## src/rtl/sd1010_mux_sched.sv

```systemverilog
// Round-robin time-shared "1010" non-overlapping Mealy detector for NCH serial channels.
// One granted bit per cycle advances that channel's saved 2-bit context; detections are reported with channel id.
module sd1010_mux_sched #(
    parameter int NCH = 4,
    parameter int CW  = 8
) (
    input  logic                     clk,
    input  logic                     reset,
    input  logic [NCH-1:0]           req,
    input  logic [NCH-1:0]           din,
    input  logic [NCH-1:0]           clr,
    output logic [NCH-1:0]           ack,
    output logic                     hit,
    output logic [$clog2(NCH)-1:0]   hit_ch,
    output logic [CW-1:0]            hit_cnt
);

    localparam int IW = $clog2(NCH);

    typedef enum logic [1:0] {
        INIT = 2'b00,
        G1   = 2'b01,
        G10  = 2'b10,
        G101 = 2'b11
    } ctx_e;

    ctx_e            ctx_q [NCH];
    ctx_e            ctx_d [NCH];
    logic [IW-1:0]   ptr_q, ptr_d;
    logic            hit_q, hit_d;
    logic [IW-1:0]   hit_ch_q, hit_ch_d;
    logic [CW-1:0]   cnt_q, cnt_d;

    logic [NCH-1:0]  elig;
    logic            gnt_vld;
    logic [IW-1:0]   gnt_idx;
    logic [IW-1:0]   cand;
    logic            det;

    function automatic ctx_e ctx_step(input ctx_e s, input logic b);
        case (s)
            INIT:    ctx_step = b ? G1   : INIT;
            G1:      ctx_step = b ? G1   : G10;
            G10:     ctx_step = b ? G101 : INIT;
            G101:    ctx_step = b ? G1   : INIT;
            default: ctx_step = INIT;
        endcase
    endfunction

    function automatic logic [CW-1:0] sat_inc(input logic [CW-1:0] v);
        sat_inc = (&v) ? v : v + 1'b1;
    endfunction

    // Search starts one past the last grant; ptr+NCH wraps back to ptr itself, so it is tried last.
    always_comb begin
        elig    = req & ~clr;
        gnt_vld = 1'b0;
        gnt_idx = ptr_q;
        cand    = ptr_q;
        if (!reset) begin
            for (int k = 1; k <= NCH; k++) begin
                cand = ptr_q + IW'(k);
                if (!gnt_vld && elig[cand]) begin
                    gnt_vld = 1'b1;
                    gnt_idx = cand;
                end
            end
        end
    end

    assign ack = gnt_vld ? (NCH'(1) << gnt_idx) : '0;
    assign det = gnt_vld && (ctx_q[gnt_idx] == G101) && !din[gnt_idx];

    always_comb begin
        for (int i = 0; i < NCH; i++) begin
            ctx_d[i] = ctx_q[i];
            if (clr[i]) begin
                ctx_d[i] = INIT;
            end else if (gnt_vld && (gnt_idx == IW'(i))) begin
                ctx_d[i] = ctx_step(ctx_q[i], din[i]);
            end
        end
        ptr_d    = gnt_vld ? gnt_idx : ptr_q;
        hit_d    = det;
        hit_ch_d = det ? gnt_idx : hit_ch_q;
        cnt_d    = det ? sat_inc(cnt_q) : cnt_q;
    end

    always_ff @(posedge clk) begin
        if (reset) begin
            for (int i = 0; i < NCH; i++) begin
                ctx_q[i] <= INIT;
            end
            ptr_q    <= IW'(NCH - 1);
            hit_q    <= 1'b0;
            hit_ch_q <= '0;
            cnt_q    <= '0;
        end else begin
            for (int i = 0; i < NCH; i++) begin
                ctx_q[i] <= ctx_d[i];
            end
            ptr_q    <= ptr_d;
            hit_q    <= hit_d;
            hit_ch_q <= hit_ch_d;
            cnt_q    <= cnt_d;
        end
    end

    assign hit     = hit_q;
    assign hit_ch  = hit_ch_q;
    assign hit_cnt = cnt_q;

endmodule

```

## config.mk

```make
export PLATFORM = sky130hd
export DESIGN_NAME = sd1010_mux_sched
export DESIGN_NICKNAME = d
export VERILOG_FILES = /design/src/rtl/sd1010_mux_sched.sv
export SDC_FILE = /design/constraint.sdc
export NUM_CORES = 1
export LEC_CHECK = 0
export BUFFER_PORTS_ARGS = -buffer_cell sky130_fd_sc_hd__clkbuf_2
export CAP_MARGIN = 40
export CORE_MARGIN = 2
export CORE_UTILIZATION = 59
export CTS_BUF_LIST = sky130_fd_sc_hd__clkbuf_16
export DETAILED_ROUTE_END_ITERATION = 12
export HOLD_SLACK_MARGIN = 0.02
export PLACE_DENSITY = 0.83
export SLEW_MARGIN = 20
export SYNTH_ARGS = -nofsm -noshare
export SYNTH_HDL_FRONTEND = slang
export SYNTH_SLANG_ARGS = --single-unit
export TNS_END_PERCENT = 50
```

## constraint.sdc

```tcl
create_clock -name clk -period 4 [get_ports clk]
set_input_delay 0.2 -clock clk [delete_from_list [all_inputs] [get_ports clk]]
set_output_delay 0.2 -clock clk [all_outputs]
set_load 0.1 [all_outputs]
```

==> results.sh, run 1 <==
export IMPL_cts_made_buffers=3
export IMPL_grt_antenna_before_repair=0
export IMPL_synthFlopType="dfxtp_1"
export IMPL_grt_max_degree=27
export IMPL_maxSlewHeadroom_pct=58.4
export IMPL_yosysSeqAreaShare_pct=27.4
export IMPL_firstDrtPassIters=4
export IMPL_io_pins=29
export IMPL_num_rows=18
export IMPL_coreArea_sq_mm=0.00248
export IMPL_wl_per_cell_um=15.8
export IMPL_power_density_mw_per_mm2=339
export IMPL_hold_viol=0
export IMPL_worst_ep_required_time_ns=3.80
export IMPL_syn_inst=181
export IMPL_fillCellCount=200
export IMPL_worstPathArrival_ns=2.82
export IMPL_syn_num_nets=204
export IMPL_cts_resized=0
export IMPL_rsz0062_at_grt="no"
export IMPL_skew_ns=0.00241
export IMPL_max_cap_violations=0
export IMPL_grt_usage_pct=26.6
export IMPL_p_leak_nw=0.725
export IMPL_setup_ws_ns=0.983
export IMPL_antenna_left=0
export IMPL_path_max_fanout=14
export IMPL_clkSlewWorstSetupHoldPaths_ns=0.06
export IMPL_finalSetupViolations=0
export IMPL_clock_sinks=21
export IMPL_grt_met3_usage_pct=4.30
export IMPL_worst_slew_pin_slew_ns=0.619
export IMPL_status="finished, final reports clean"
export IMPL_synth_top_cell_area_share_pct=27.4
export IMPL_synth_cell_types=48
export IMPL_gr_max_usage_layer="met2"
export IMPL_syn_area_sq_mm=0.00153
export IMPL_die_h_um=55.0
export IMPL_synth_seq_cells=21
export IMPL_hp_class="input pin to register"
export IMPL_nNetsFinal=232
export IMPL_avgSynthCellArea_sq_um=8.47
export IMPL_first_iter_violations=46
export IMPL_peakVddDrop_uv=277
export IMPL_viasPerCell=6.19
export IMPL_totalPowerFinal_mw=0.588
export IMPL_start_util_pct=61.9
export IMPL_ys_top_cells_by_area="dfxtp_1, ha_1, mux2i_1, inv_1, nor2_1"
export IMPL_gr_total_overflow=0
export IMPL_synth_top_cells_by_count="dfxtp_1, inv_1, nor2_1"
export IMPL_htree_levels=1
export IMPL_routed_wl_um=3770
export IMPL_criticalPathCategory="register to output port"
export IMPL_grt_pass1_wl_um=5800
export IMPL_whs_path_depth=2
export IMPL_cts_setup_buffers=0
export IMPL_vias=1473
export IMPL_cts_tree="built"
export IMPL_period_share_pct=75.4
export IMPL_period_needed_ns=3.02
export IMPL_fin_setup_tns_ns=0
export IMPL_n_antenna_cell=0
export IMPL_layout_area_overhead_vs_synth_pct=13.3
export IMPL_grt_pass1_vias=1329
export IMPL_grt_util_met2_pct=46.4
export IMPL_ys_warn_count=0
export IMPL_async_reset_ff_share_pct=0
export IMPL_place_congestion=0.952
export IMPL_drc_errors=0
export IMPL_cts_root_buf="clkbuf_16"
export IMPL_ctsHoldBuffers=0
export IMPL_clock_path_buffers=2
export IMPL_synth_top_cell_by_area="dfxtp_1"
export IMPL_cp_end_kind="output port"
export IMPL_use_met1_pct=32.9
export IMPL_yosysMostFrequentCell="dfxtp_1"
export IMPL_clk_insertion_delay_late_ns=0.26
export IMPL_port_buffers=28
export IMPL_pre_cts_slack_ns=1.28
export IMPL_dp_hpwl_um=2740
export IMPL_die_area_sq_mm=0.00302
export IMPL_critPathLaunchType="register"
export IMPL_die_w_um=55.0
export IMPL_fmax_mhz=331
export IMPL_finalMaxSlewViolations=0
export IMPL_reg2reg_depth=7
export IMPL_drive_gt1_share_pct=23.1
export IMPL_synth_edff_count=0
## metal layers
| layer | routed length (um) | share of wire [%] |
|---|---|---|
| met3 | 179 | 4.7 |
| met5 | 0 | 0 |
| met1 | 1660 | 44 |
| met2 | 1880 | 50 |
| met4 | 51 | 1.4 |
## per-stage QoR
stage                     util [%]  instances  cell area [sq um]  hold slack, ns
after floorplan                  -        181               1530           0.278
after global placement        66.9        234               1660           0.394
after detailed placement      66.9        234               1660           0.402
after CTS                     70.1        238               1740           0.136
after global routing          70.1        238               1740           0.138
final                         70.1        238               1740           0.133
## sequential cells by signal (all words and copies together) (netlist names)
signal	count
ctx_q	8
hit_cnt	8
hit_ch	2
ptr_q	2
hit	1
## worst max-delay path, stage by stage (launching register included)
cell,delay [ns]
dfxtp_1,0.64
nor4_1,0.18
nor3_2,0.37
a21oi_1,0.13
a31oi_1,0.45
nand2_1,0.22
inv_1,0.11
clkbuf_2,0.45
## cell families (layout without fill, tap and decap cells)
logic type,count (synthesis),count (layout),share of synthesized area [%]
AND/OR/NAND/NOR,74,74,28.4
AO/OA/AOI/OAI,43,43,21.1
buffers and inverters,22,49,7.67
flip-flops,21,21,27.4
multiplexers,12,12,8.00
adder cells (fa/ha/maj),9,9,7.35
## cell type report
| type | count | area [sq um] | area share (%) |
|---|---|---|---|
| Clock buffer | 3 | 75.1 | 4.32 |
| Sequential cell | 21 | 420 | 24.2 |
| Clock inverter | 1 | 5.00 | 0.288 |
| Inverter | 17 | 63.8 | 3.67 |
| Tap cell | 30 | 37.5 | 2.16 |
| Multi-Input combinational cell | 138 | 995 | 57.3 |
| Timing Repair Buffer | 28 | 140 | 8.07 |
## placed cells by master, fill, tap and decap left out, drive strengths merged, types with 2 or more instances in the layout
master / netlist / final
nor4: 3 / 3
o21ai: 9 / 9
nand2b: 5 / 5
nor2b: 4 / 4
nand2: 8 / 8
nor3: 11 / 11
a32oi: 2 / 2
mux2i: 10 / 10
a21oi: 10 / 10
a2111oi: 3 / 3
mux2: 2 / 2
nand3: 9 / 9
ha: 9 / 9
or2b: 2 / 2
inv: 17 / 17
nand3b: 2 / 2
clkbuf: 3 / 31
or3: 5 / 5
a311oi: 3 / 3
and2b: 2 / 2
dfxtp: 21 / 21
nor2: 15 / 15
a31oi: 4 / 4
o31a: 3 / 3
and3: 4 / 4
## report_power, final
| group | switching (mW) | internal, mW |
|---|---|---|
| Sequential | 0.0101 | 0.216 |
| Clock | 0.0845 | 0.135 |
| Combinational | 0.100 | 0.0434 |
| Total | 0.195 | 0.394 |
## path summary, 6_finish.rpt
path              start          end  slack (ns)
max            ptr_q[0]       ack[3]        0.98
min              clr[0]  ctx_q[0][0]        0.13
max reg2reg    ptr_q[0]   hit_cnt[5]        1.21
min reg2reg  hit_cnt[7]   hit_cnt[7]        0.51
Power figures use the tool's default switching activity.
==> inputs of run 2 (changes only) <==
--- a/config.mk
+++ b/config.mk
@@ -5,14 +5,15 @@
 export SDC_FILE = /design/constraint.sdc
 export NUM_CORES = 1
 export LEC_CHECK = 0
+export ABC_AREA = 1
 export BUFFER_PORTS_ARGS = -buffer_cell sky130_fd_sc_hd__clkbuf_2
 export CAP_MARGIN = 40
 export CORE_MARGIN = 2
-export CORE_UTILIZATION = 59
+export CORE_UTILIZATION = 50
 export CTS_BUF_LIST = sky130_fd_sc_hd__clkbuf_16
 export DETAILED_ROUTE_END_ITERATION = 12
 export HOLD_SLACK_MARGIN = 0.02
-export PLACE_DENSITY = 0.83
+export PLACE_DENSITY = 0.75
 export SLEW_MARGIN = 20
 export SYNTH_ARGS = -nofsm -noshare
 export SYNTH_HDL_FRONTEND = slang
==> constraint.sdc (replaced) <==
create_clock -name clk -period 2.5 [get_ports clk]
set_input_delay 0.125 -clock clk [delete_from_list [all_inputs] [get_ports clk]]
set_output_delay 0.125 -clock clk [all_outputs]
set_load 0.1 [all_outputs]
==> results.sh, run 2 <==
export IMPL_status="finished, final reports clean"
export IMPL_placed_cell_area_sq_mm=0.00177
export IMPL_cts_root_buf="clkbuf_16"
export IMPL_nNetsFinal=284
export IMPL_whs_endpoint="ctx_q[2][1]"
export IMPL_worst_slew_pin_slew_ns=0.544
export IMPL_die_area_sq_mm=0.00356
export IMPL_seqPwrFrac_pct=23.0
export IMPL_clock_path_buffers=2
export IMPL_r2r_start="ptr_q[1]"
export IMPL_io_pins=29
export IMPL_p_switching_mw=1.09
export IMPL_syn_area_sq_mm=0.00155
export IMPL_dp_hpwl_um=2540
export IMPL_finalMaxSlewViolations=0
export IMPL_synthFlopType="dfxtp_1"
export IMPL_routed_wl_um=3240
export IMPL_maxSlewHeadroom_pct=63.9
export IMPL_coreArea_sq_mm=0.00300
export IMPL_yosysSeqAreaShare_pct=27.1
export IMPL_drive_gt1_share_pct=23.8
export IMPL_die_h_um=59.7
export IMPL_n_antenna_cell=0
export IMPL_synth_top_cell_area_share_pct=27.1
export IMPL_worst_ep_required_time_ns=2.38
export IMPL_syn_num_nets=254
export IMPL_finalSetupViolations=0
export IMPL_htree_levels=1
export IMPL_clockPowerShare_pct=16.1
export IMPL_whs_path_depth=4
export IMPL_design_area_sq_mm=0.00187
export IMPL_grt_max_degree=16
export IMPL_port_buffers=28
export IMPL_cts_tree="built"
export IMPL_worstPathArrival_ns=2.18
export IMPL_intPower_mw=0.960
export IMPL_path_max_fanout=8
export IMPL_avgSynthCellArea_sq_um=6.71
export IMPL_period_share_pct=92.1
export IMPL_start_util_pct=51.6
export IMPL_peakVddDrop_uv=592
export IMPL_finalNonFillerCells=293
export IMPL_min_from="clr[2]"
export IMPL_clkSlewWorstSetupHoldPaths_ns=0.06
export IMPL_reg2reg_setup_slack_ns=0.37
export IMPL_period_needed_ns=2.30
export IMPL_clk_insertion_delay_late_ns=0.25
export IMPL_criticalPathCategory="register to output port"
export IMPL_ctsHoldBuffers=0
export IMPL_critPathLaunchType="register"
export IMPL_cts_setup_buffers=0
export IMPL_p_sw_share_pct=53.1
export IMPL_vias=1545
export IMPL_numPlacedInstances=289
export IMPL_cts_made_buffers=3
export IMPL_cp_end_kind="output port"
export IMPL_power_density_mw_per_mm2=1100
export IMPL_die_w_um=59.7
export IMPL_clock_sinks=21
export IMPL_first_iter_violations=70
export IMPL_synth_top_cells_by_count="nand2_1, nand3_1, inv_1"
export IMPL_max_cap_violations=0
export IMPL_seq_area_sq_um=428
export IMPL_combPwrFrac_pct=61.0
export IMPL_final_common_cell="nand2_1"
export IMPL_yosysMostFrequentCell="nand2_1"
export IMPL_reg2reg_depth=12
export IMPL_multi_input_area_sq_mm=0.00100
export IMPL_synth_seq_cells=21
export IMPL_skew_ns=0.00190
export IMPL_grt_pass1_vias=1294
export IMPL_wl_per_cell_um=11.0
export IMPL_place_congestion=0.882
export IMPL_num_rows=20
export IMPL_p_leak_nw=0.888
export IMPL_synth_edff_count=0
export IMPL_drc_errors=0
export IMPL_fmax_mhz=434
export IMPL_synth_cell_types=26
export IMPL_reg2reg_to="hit_cnt[0]"
export IMPL_antenna_left=0
export IMPL_mostFrequentLayoutCells="nand2_1, nand3_1, inv_1"
export IMPL_synth_top_cell_by_area="dfxtp_1"
export IMPL_async_reset_ff_share_pct=0
export IMPL_hp_class="input pin to register"
export IMPL_syn_inst=231
export IMPL_viasPerCell=5.27
export IMPL_grt_antenna_before_repair=0
export IMPL_hold_viol=0
export IMPL_fillCellCount=279
export IMPL_firstDrtPassIters=4
export IMPL_grt_usage_pct=19.2
export IMPL_ys_top_cells_by_area="dfxtp_1, nand3_1, nand2_1, ha_1, inv_1"
export IMPL_layout_area_overhead_vs_synth_pct=20.8
export IMPL_grt_pass1_wl_um=5420
export IMPL_gr_total_overflow=0
export IMPL_ys_warn_count=0
run 2: changes by cell type after synthesis, sizes merged, moves of 7 or more:
cell,previous run,this run
mux2i,10,0
o21ai,9,16
a21oi,10,20
nor3,11,3
nand3,9,46
inv,17,31
nand2,8,51
run 2: final cells by class:
type | count | area share, %
multi-input cells | 176 | 53.6
flip-flops and latches | 21 | 22.9
repair buffers | 28 | 10.7
inverters | 31 | 6.35
clock buffers | 3 | 4.01
well taps | 33 | 2.21
clock inverters | 1 | 0.201
run 2: kinds of logic after synthesis:
kind of cell	count (synthesis)	synth area share, %
xor gates and xnor gates	6	3.39
adders and majority gates	9	7.27
AOI/OAI and AO/OA	40	13.6
DFF	21	27.1
and+or+nand+nor	121	39.4
buffers and inverters	34	9.21
run 2: layer usage:
layer | global-route usage, % | routed length (um) | up-vias
met5 | 0 | 0 | -
met4 | 2.54 | 9 | 0
met3 | 3.90 | 90 | 2
met2 | 30.9 | 1520 | 23
met1 | 27.3 | 1610 | 690
li1 | - | - | 830
run 2: power by group through the flow:
stage / logic (mW) / clock network (mW) / registers [mW]
2_1_floorplan: 0.784 / 0 / 0.666
3_3_place_gp: 1.21 / 0 / 0.467
3_5_place_dp: 1.22 / 0 / 0.471
4_1_cts: 1.22 / 0.337 / 0.464
5_1_grt: 1.37 / 0.348 / 0.479
6_report: 1.25 / 0.329 / 0.470
run 2: critical path: stages (launching register included):
cell,delay [ns]
dfxtp_2,0.37
inv_2,0.14
nand2_1,0.08
nand2_2,0.12
nand3_4,0.11
nand2_4,0.12
nand3_2,0.10
nor2_1,0.13
nor2_2,0.05
nand3_1,0.07
nand2_1,0.11
nor2_2,0.12
nand2_1,0.11
inv_1,0.11
buf_12,0.18
run 2: repair_timing:
| item | in CTS | in global routing |
|---|---|---|
| endpoints found under the setup margin | 2 | 4 |
| gates resized for setup | 1 | 11 |
| pin swaps | 0 | 0 |
run 2: worst max-delay path by stage:
| stage | end | from | depth (start not counted) | slack, ns |
|---|---|---|---|---|
| after global routing | ack[2] | ptr_q[1] | 13 | -0.002 |
| after floorplan | ctx_q[3][1] | ptr_q[0] | 13 | 0.07 |
| after CTS | ack[3] | ptr_q[1] | 13 | 0.03 |
| after detailed placement | ack[3] | ptr_q[0] | 13 | 0.25 |
| final | ack[2] | ptr_q[1] | 14 | 0.20 |
| after global placement | ack[3] | ptr_q[0] | 13 | 0.28 |
run 2: metrics by stage:
step                util, %   TNS, ns  total power [mW]  hold slack (ns)  worst slack (ns)
floorplan                 -         0              1.45            0.293            0.0724
global placement       58.8         0              1.68            0.425             0.276
detailed placement     58.8         0              1.69            0.422             0.251
CTS                    61.5         0              2.02            0.158            0.0337
global route           62.3  -0.00201              2.19            0.205          -0.00201
finish                 62.3         0              2.05            0.162             0.197
